===== src/rtl/piso_tx_pkg.sv =====
// Shared definitions for the parallel-in serial-out transmitter.
package piso_tx_pkg;

    // Two-state transmitter FSM encoding.
    typedef enum logic {
        ST_IDLE  = 1'b0,
        ST_SHIFT = 1'b1
    } state_t;

    // Width of the bit counter needed to index every bit of a word.
    function automatic int CNT_W(input int width);
        return $clog2(width);
    endfunction

endpackage


===== src/rtl/piso_tx.sv =====
// Parallel-in serial-out transmitter with valid/ready load and serial handshakes.
// Words are shifted out one bit per accepted serial transfer, with the final
// bit of each word flagged on s_last. A new word can be accepted on the same
// cycle the final bit leaves, so back-to-back words stream without a bubble.
module piso_tx
    import piso_tx_pkg::*;
#(
    parameter int WIDTH     = 4,
    parameter bit LSB_FIRST = 1'b1
) (
    input  logic             clk,
    input  logic             rst,
    input  logic [WIDTH-1:0] d_in,
    input  logic             load_valid,
    output logic             load_ready,
    output logic             s_out,
    output logic             s_valid,
    output logic             s_last,
    input  logic             s_ready,
    output logic             busy
);

    localparam int             CW      = CNT_W(WIDTH);
    localparam logic [CW-1:0]  CNT_MAX = CW'(WIDTH - 1);

    state_t           state, state_n;
    logic [WIDTH-1:0] sr, sr_n;
    logic [CW-1:0]    cnt, cnt_n;
    logic             s_out_n, s_valid_n, s_last_n;
    logic             xfer, accept;

    assign busy = s_valid;

    // Next-state logic: load a word, shift on a transfer, or return to idle after the last bit.
    always_comb begin
        state_n    = state;
        sr_n       = sr;
        cnt_n      = cnt;
        s_out_n    = s_out;
        s_valid_n  = s_valid;
        s_last_n   = s_last;
        load_ready = (state == ST_IDLE) || ((state == ST_SHIFT) && s_last && s_ready);
        xfer       = s_valid && s_ready;
        accept     = load_valid && load_ready;

        if (accept) begin
            state_n   = ST_SHIFT;
            sr_n      = d_in;
            cnt_n     = '0;
            s_out_n   = LSB_FIRST ? d_in[0] : d_in[WIDTH-1];
            s_valid_n = 1'b1;
            s_last_n  = 1'b0;
        end else if ((state == ST_SHIFT) && xfer) begin
            if (s_last) begin
                state_n   = ST_IDLE;
                sr_n      = '0;
                cnt_n     = '0;
                s_out_n   = 1'b0;
                s_valid_n = 1'b0;
                s_last_n  = 1'b0;
            end else begin
                sr_n     = LSB_FIRST ? {1'b0, sr[WIDTH-1:1]} : {sr[WIDTH-2:0], 1'b0};
                cnt_n    = cnt + 1'b1;
                s_out_n  = LSB_FIRST ? sr[1] : sr[WIDTH-2];
                s_last_n = ((cnt + 1'b1) == CNT_MAX);
            end
        end
    end

    // State, shift register, counter and serial outputs, cleared by synchronous reset.
    always_ff @(posedge clk) begin
        if (rst) begin
            state   <= ST_IDLE;
            sr      <= '0;
            cnt     <= '0;
            s_out   <= 1'b0;
            s_valid <= 1'b0;
            s_last  <= 1'b0;
        end else begin
            state   <= state_n;
            sr      <= sr_n;
            cnt     <= cnt_n;
            s_out   <= s_out_n;
            s_valid <= s_valid_n;
            s_last  <= s_last_n;
        end
    end

endmodule

===== config.mk =====
export PLATFORM = sky130hd
export DESIGN_NAME = piso_tx
export DESIGN_NICKNAME = d
export VERILOG_FILES = /design/src/rtl/piso_tx_pkg.sv /design/src/rtl/piso_tx.sv
export SDC_FILE = /design/constraint.sdc
export NUM_CORES = 1
export LEC_CHECK = 0
export ABC_AREA = 1
export CAP_MARGIN = 20
export CORE_AREA = 3 3 40 42
export DETAILED_ROUTE_END_ITERATION = 8
export DIE_AREA = 0 0 43 45
export RECOVER_POWER = 100
export SLEW_MARGIN = 30
export SYNTH_ARGS = -nofsm -noshare
export SYNTH_HDL_FRONTEND = slang
export SYNTH_SLANG_ARGS = --single-unit

===== constraint.sdc =====
create_clock -name clk -period 1.5 [get_ports clk]
set_clock_uncertainty 0.1 [all_clocks]
set_input_delay 0.45 -clock clk [delete_from_list [all_inputs] [get_ports clk]]
set_output_delay 0.45 -clock clk [all_outputs]
set_load 0.005 [all_outputs]

; ---- Word-level counts from Yosys, hierarchy flattened
; Cells that the tools add are included.
[totals]
ff_bits = 9
latch_bits = 0
ram_bits = 0
rom_bits = 0
inputBits = 8
n_memories = 0
[classes]
add_sub_neg = 1
mul = 0
div_mod_pow = 0
order_cmp = 0
n_eq_ne = 1
shift = 0
muxes = 11
bitwise = 1
reduce_logical = 10
[ops]
columns = operator, count
row1 = 4-bit two-way mux, 2
row2 = 1-bit two-way mux, 7
row3 = 1-bit logical AND, 5
row4 = 2-bit nonzero test, 2
row5 = 3-bit two-way mux, 1
row6 = "2-bit by 1-bit adder with 2-bit output, second input constant", 1
row7 = "2-bit equality test, second input constant", 1
row8 = 2-bit two-way mux, 1
row9 = 2-bit AND reduction, 1
row10 = 2-bit OR reduction, 1
row11 = 1-bit logical OR, 1
row12 = 1-bit NOT, 1

; ---- Longest topological paths before layout
; Gate-level depths: netlist (run 1).
[depth]
depth_word = 6
depth_mapped = 6

; ---- Worst setup path after synthesis (run 1)
; OpenSTA, ideal clock, no wires.
[synth_path]
path_type = reg2out
from = register s_last
to = output load_ready
t_arrival_ps = 615
t_required_ps = 950
path_slack_ps = 335
path_stages_with_launch = 3
cell_sequence = dfxtp_1 nand2_2 nand2_4
[synth_via]
elab_chain_cells = 3
[synth_lines]
columns = item, line
row1 = from (decl), piso_tx.sv:18  ; output logic s_last,
row2 = from (signal assigned), piso_tx.sv:85  ; s_last <= s_last_n;
row3 = 1-bit logical AND (2 in series), piso_tx.sv:42  ; load_ready = (state == ST_IDLE) || ((state == ST_SHIFT) && s_last && s_ready);
row4 = 1-bit logical OR, piso_tx.sv:42
row5 = to (decl), piso_tx.sv:15  ; output logic load_ready,
; No other way between the ends.

; ---- Final worst setup path (run 1)
[layout_path]
from = input s_ready
to = output load_ready
[layout_via]
elab_chain_cells = 2
[layout_lines]
columns = item, line
row1 = from (decl), piso_tx.sv:19  ; input logic s_ready,
row2 = 1-bit logical AND, piso_tx.sv:42
row3 = 1-bit logical OR, piso_tx.sv:42
; No other way between the ends.

==> results of run 1 <==
## cell usage in the layout (no fill, tap or decap)
| cell type | instances |
|---|---|
| dfxtp_1 | 7 |
| dfxtp_2 | 1 |
| nand2_2 | 2 |
| clkbuf_4 | 3 |
| ha_1 | 1 |
| clkdlybuf4s50_1 | 5 |
| inv_1 | 9 |
| clkdlybuf4s15_1 | 1 |
| buf_4 | 6 |
| nand2_1 | 14 |
| o21ai_0 | 2 |
| dlygate4sd2_1 | 4 |
| dlygate4sd3_1 | 1 |
| nand3_1 | 8 |
| buf_2 | 1 |
| a21oi_1 | 7 |
| nor2_1 | 5 |
| nand2_4 | 2 |
## critical path, cell delays in order
cell and delay (ns):
clkdlybuf4s15_1 0.19, nand2_2 0.09, nand2_4 0.04, buf_2 0.12
## where the power goes
group	leakage (nW)	internal, W	switching, W
Clock	0.0138	0.0000916	0.0000735
Combinational	0.210	0.0000524	0.0000464
Sequential	0.0660	0.000227	0.00000850
Total	0.290	0.000371	0.000128
## final timing paths
| check | startpoint | endpoint | cells past startpoint | slack [ns] |
|---|---|---|---|---|
| setup reg to reg | cnt[0]$_SDFFE_PP0P_ | cnt[1]$_SDFFE_PP0P_ | 5 | 0.38 |
| setup / recovery | s_ready | load_ready | 4 | 0.05 |
| hold / removal | cnt[0]$_SDFFE_PP0P_ | cnt[0]$_SDFFE_PP0P_ | 2 | 0.36 |
| hold reg to reg | cnt[0]$_SDFFE_PP0P_ | cnt[0]$_SDFFE_PP0P_ | 2 | 0.36 |
## registers in the layout, summed over array words and instances (netlist names)
register,count
sr,4
state,1
s_last,1
cnt,2
## final cells by class
class	instances	area (sq um)
fillers	139	689
multi-input cells	41	204
flip-flops and latches	8	161
repair buffers	18	155
inverters	9	33.8
clock buffers	3	22.5
well taps	15	18.8
## metal layers
metal	part of all wire, %	routed length, um	vias to the layer above	track usage, %
met3	4.9	42	4	2.39
li1	-	-	230	-
met5	0	0	-	0
met1	48	410	173	12.9
met4	2.7	23	0	7.23
met2	44	373	10	16.2
## stage by stage
stage	setup slack (ns)	TNS, ns
CTS	0.00513	0
finish	0.0549	0
floorplan	0.335	0
global placement	-0.631	-2.09
global route	0.0211	0
detailed placement	-0.624	-2.09
## cell families after synthesis
| group | share of synthesized area (%) |
|---|---|
| and+or+nand+nor | 36.1 |
| buffers and inverters | 10.2 |
| AOI/OAI and AO/OA | 11.1 |
| DFF | 39.5 |
| adders and majority gates | 3.09 |
## repair_timing
action / CTS / global route
pin swaps: 1 / 1
gates resized for setup: 12 / 1
setup endpoints to repair: 5 / 1
cloned: 0 / 0
==> flow_summary_export.csv, run 1 <==
group,metric,value,unit
timing,relSlewSlack,84.6,%
die,num_rows,13,
placement,place.gp.congestion,0.759,
global_routing,overflow,0,
power_and_ir_drop,peakVddDrop,0.000516,V
layout,stdcell_count,94,
global_routing,grtUsageTotal,10.4,%
die,core_area,1280,sq um
layout,fin_nets,90,
routing,wirelength,849,um
timing,tightest_slew,0.230,ns
layout,final_util,46.3,%
clock_tree,root_buffer,"clkbuf_4",
logic_synthesis,synth.area.top_cells,"dfxtp_1, nand2_1, nand3_1",
clock_tree,tritoncts,"done",
global_routing,grt_max_degree,10,
logic_synthesis,yosysTopAreaCellShare,39.5,%
logic_synthesis,synth_common_cells,"nand2_1, inv_1, dfxtp_1, nand3_1, a21oi_1",
logic_synthesis,ys_ff_latch,8,
clock_tree,holdBufCountCts,0,
routing,wire_per_inst,9.03,um
timing,post-route-period-util,96.3,%
clock_tree,ctsLongestPathBuffers,2,
logic_synthesis,yosysMostFrequentCell,"nand2_1",
clock_tree,htree_levels,1,
run,max_cap_violations,0,
logic_synthesis,synthCells,59,
die,die_w,43,um
worst_setup_path,crit_required,0.95,ns
worst_setup_path,end_kind,"output port",
timing,hold_viol_final,0,
placement,dp.final_hpwl,659,um
die,io_pins,13,
die,die_h,45,um
logic_synthesis,ys.flop_type,"dfxtp_1",
power_and_ir_drop,power.total,0.000499,W
layout,area_delta_synth_final,46.9,%
die,initial_core_util,31.5,%
logic_synthesis,yosysSeqAreaShare,39.5,%
timing,rsz0062_at_grt,"no",
timing,fmaxAchievable,692,MHz
timing,period_minus_slack,1.45,ns
logic_synthesis,synth_top_area_cell,"dfxtp_1",
placement,io_buffers,12,
worst_setup_path,arrival,0.90,ns
layout,layout-drive-gt1-share,19.0,%
logic_synthesis,synth_cell_type_count,11,
clock_tree,path_clk_slew,0.05,ns
layout,antenna_cells,0,
power_and_ir_drop,p_leak,0.290,nW
routing,drt_iter0_drc,6,
worst_setup_path,start_kind,"input port",
logic_synthesis,syn_avg_cell_area,6.87,sq um
global_routing,antenna_found_initial,0,
worst_setup_path,path_class,"in2out",
min_path,hold_class,"reg2reg",
clock_tree,numCtsBuffers,3,
timing,holdWs,0.363,ns
routing,dr.pass1.iters,5,
die,die-area,1940,sq um
logic_synthesis,yosysWarnings,0,
routing,ant_nets,0,
placement,post_dp_cell_area,582,sq um
clock_tree,clkSinkCount,8,
routing,drcViolationCount,0,
timing,setup_viol,0,
timing,final_max_slew_viol_count,0,
routing,vias,417,
global_routing,grt_first_pass_wirelength,1.52,mm
power_and_ir_drop,power_density,838,nW/um^2
logic_synthesis,synth_area,405,sq um
clock_tree,cts_setup_buffers,0,
logic_synthesis,synth_edf_count,0,
global_routing,grt_pass1_vias,412,
status,status,"complete, no violations",
clock_tree,clock_latency,0.25,ns
worst_setup_path,crit_fanout,2,
routing,routed_via_density,4.44,
logic_synthesis,synth_nets,68,
placement,dpl.cell_count,91,
logic_synthesis,synth-async-reset-ratio,0,%
layout,final_area,596,sq um
No activity file was read; power rests on OpenSTA's default activity.
==> run 2: changes to the inputs <==
--- a/config.mk
+++ b/config.mk
@@ -6,8 +6,9 @@
 export NUM_CORES = 1
 export LEC_CHECK = 0
 export ABC_AREA = 1
-export CAP_MARGIN = 20
+export CAP_MARGIN = 40
 export CORE_AREA = 3 3 40 42
+export CTS_CLUSTER_DIAMETER = 50
 export DETAILED_ROUTE_END_ITERATION = 8
 export DIE_AREA = 0 0 43 45
 export RECOVER_POWER = 100
==> results of run 2 <==
The final DEF is identical to that of run 1; final timing and power are the same.
==> run 3: changes to the inputs <==
--- a/config.mk
+++ b/config.mk
@@ -5,12 +5,12 @@
 export SDC_FILE = /design/constraint.sdc
 export NUM_CORES = 1
 export LEC_CHECK = 0
-export ABC_AREA = 1
 export CAP_MARGIN = 40
 export CORE_AREA = 3 3 40 42
 export CTS_CLUSTER_DIAMETER = 50
 export DETAILED_ROUTE_END_ITERATION = 8
 export DIE_AREA = 0 0 43 45
+export PLACE_DENSITY = 0.65
 export RECOVER_POWER = 100
 export SLEW_MARGIN = 30
 export SYNTH_ARGS = -nofsm -noshare
==> run 3 against run 2 <==
Effect of this change: first-iteration DRC count increased by 33%; non-clock buffer count increased by 7; sequential share of layout area shrank 4.7 points; synthesized cell count decreased by 10%; cell count decreased by 4.3%; critical path type is now reg2out; sequential cell count unchanged; worst setup slack worse by 0.051 ns; sequential power about the same; utilization rose by 10 points; maximum frequency fell by 3.4%; wire length up 27%; register-to-register slack worse by 0.14 ns.
==> flow_summary_export.csv, run 3 <==
group,metric,value,unit
worst_setup_path,crit_slowest_cell,"dfxtp_2",
die,io_pins,13,
min_path,hold_class,"reg2reg",
layout,layout-drive-gt1-share,34.7,%
worst_setup_path,crit_buf_inv,1,
timing,fmaxAchievable,668,MHz
worst_setup_path,start_kind,"flip-flop",
logic_synthesis,synthCells,53,
placement,pre_cts_slack,-0.663,ns
global_routing,antenna_found_initial,0,
logic_synthesis,synth_area,510,sq um
logic_synthesis,synth_cell_type_count,24,
global_routing,grt_max_degree,13,
die,core_area,1280,sq um
worst_setup_path,worstPathCellList,"a21bo_4 -> buf_6",
die,die_h,45,um
layout,area_delta_synth_final,42.2,%
logic_synthesis,synth_common_cells,"dfxtp_1, mux2i_1, a21oi_1, nand2_1",
clock_tree,root_buffer,"clkbuf_4",
layout,largest_reg_flops,4,
logic_synthesis,syn_avg_cell_area,9.63,sq um
clock_tree,htree_levels,1,
layout,largest_register,"sr",
global_routing,grt_pass1_vias,408,
die,num_rows,13,
routing,routed_via_density,5.11,
power_and_ir_drop,power_density,761,nW/um^2
worst_setup_path,crit_fanout,4,
layout,final_util,56.5,%
layout,final_common_cell,"buf_4",
timing,setup_slack,0.00364,ns
timing,post-route-period-util,99.8,%
timing,setup_viol,0,
global_routing,overflow,0,
timing,final_max_slew_viol_count,0,
logic_synthesis,ys.flop_type,"dfxtp_1",
placement,dpl.cell_count,82,
placement,place.gp.congestion,0.647,
worst_setup_path,rr_startpoint,"s_last$_SDFFE_PP0P_",
clock_tree,path_clk_slew,0.06,ns
routing,wirelength,1.08,mm
global_routing,grtUsageTotal,12.6,%
die,initial_core_util,39.7,%
clock_tree,tritoncts,"done",
worst_setup_path,max_stage_delay,0.33,ns
layout,reg.largest.list,"sr (4), cnt (2)",
worst_setup_path,crit_path_start,"state$_SDFFE_PP0P_",
routing,wire_per_inst,12.0,um
layout,stdcell_count,90,
timing,period_minus_slack,1.50,ns
routing,dr.pass1.iters,2,
run,max_cap_violations,0,
layout,mostFrequentLayoutCells,"buf_4, dfxtp_1, clkdlybuf4s50_1, mux2i_1",
layout,antenna_cells,0,
logic_synthesis,synth.area.top_cells,"dfxtp_1, mux2i_1, o22a_1",
power_and_ir_drop,p_leak,0.304,nW
timing,fin_tns_setup,0,ns
worst_setup_path,arrival,0.95,ns
logic_synthesis,synth-async-reset-ratio,0,%
clock_tree,ctsLongestPathBuffers,2,
power_and_ir_drop,peakVddDrop,0.000476,V
min_path,min-delay-start,"sr[3]$_SDFFE_PP0P_",
worst_setup_path,crit_required,0.95,ns
placement,io_buffers,12,
timing,hold_viol_final,0,
logic_synthesis,yosysMostFrequentCell,"dfxtp_1",
placement,dp.final_hpwl,721,um
clock_tree,numCtsBuffers,3,
timing,rsz0062_at_grt,"yes",
layout,fin_nets,86,
worst_setup_path,critPathTopFamily,"flip-flops",
logic_synthesis,ys_ff_latch,8,
worst_setup_path,end_kind,"output port",
routing,drcViolationCount,0,
routing,vias,460,
logic_synthesis,synth_nets,62,
timing,relSlewSlack,88.5,%
clock_tree,clkSinkCount,8,
clock_tree,clock_latency,0.26,ns
status,status,"complete, no violations",
die,die-area,1940,sq um
worst_setup_path,path_class,"reg2out",
routing,drt_iter0_drc,8,
logic_synthesis,yosysWarnings,0,
worst_setup_path,ff2ff_setup_slack,0.24,ns
routing,ant_nets,0,
logic_synthesis,yosysSeqAreaShare,31.4,%
global_routing,grt_first_pass_wirelength,1.75,mm
logic_synthesis,yosysTopAreaCellShare,31.4,%
logic_synthesis,synth_edf_count,0,
timing,tightest_slew,0.167,ns
die,die_w,43,um
logic_synthesis,synth_top_area_cell,"dfxtp_1",
clock_tree,holdBufCountCts,0,
[run 3: worst register-to-register path, stage by stage (launching register included)]
cell,delay [ns]
dfxtp_2,0.33
buf_6,0.11
buf_4,0.14
nand2b_4,0.15
o22a_1,0.21
a31oi_1,0.15
[run 3: worst paths after layout]
check	to	cells past startpoint
setup / recovery	load_ready	2
hold / removal	sr[3]$_SDFFE_PP0P_	2
setup reg to reg	sr[0]$_SDFFE_PP0P_	5
hold reg to reg	sr[3]$_SDFFE_PP0P_	2
[run 3: cells by family (layout without fill, tap and decap cells)]
| family | after synthesis | count (layout) | share of synthesized area, % |
|---|---|---|---|
| adders and majority gates | 1 | 1 | 2.45 |
| muxes | 5 | 5 | 9.80 |
| AOI/OAI and AO/OA | 16 | 16 | 26.0 |
| buffers and inverters | 8 | 30 | 12.3 |
| DFF | 8 | 8 | 31.4 |
| and+or+nand+nor | 15 | 15 | 18.1 |
[run 3: report_power, final]
group / total, W / internal, W / switching, W
Sequential: 0.000235 / 0.000227 / 0.00000853
Combinational: 0.000148 / 0.0000876 / 0.0000603
Clock: 0.000170 / 0.0000919 / 0.0000777
Total: 0.000553 / 0.000406 / 0.000147
[run 3: per-stage QoR]
stage                     power [W]  instance area, sq um  hold slack, ns
final                      0.000553                   726           0.393
after global routing       0.000591                   726           0.433
after CTS                  0.000553                   698           0.397
after detailed placement   0.000373                   654           0.384
after global placement     0.000371                   654           0.392
after floorplan            0.000320                   510           0.354
[run 3: area by class of cell]
cell class / count / area (sq um)
clock buffers: 3 / 22.5
inverters: 2 / 7.51
flip-flops and latches: 8 / 163
multi-input cells: 37 / 294
fillers: 129 / 559
repair buffers: 25 / 220
well taps: 15 / 18.8
[run 3: layer usage]
layer	track usage (%)	wire length (um)	share of wire [%]	up-vias
met1	14.8	512	47	205
li1	-	-	-	240
met5	0	0	0	-
met4	3.61	5	0.46	0
met2	19.8	503	47	13
met3	7.17	60	5.6	2
[run 3: repair_timing]
| action | in CTS | in global routing |
|---|---|---|
| pin swaps | 1 | 1 |
| gates cloned | 0 | 0 |
| gates resized for setup | 19 | 3 |
| buffers inserted | 2 | 3 |
| setup endpoints to repair | 5 | 2 |
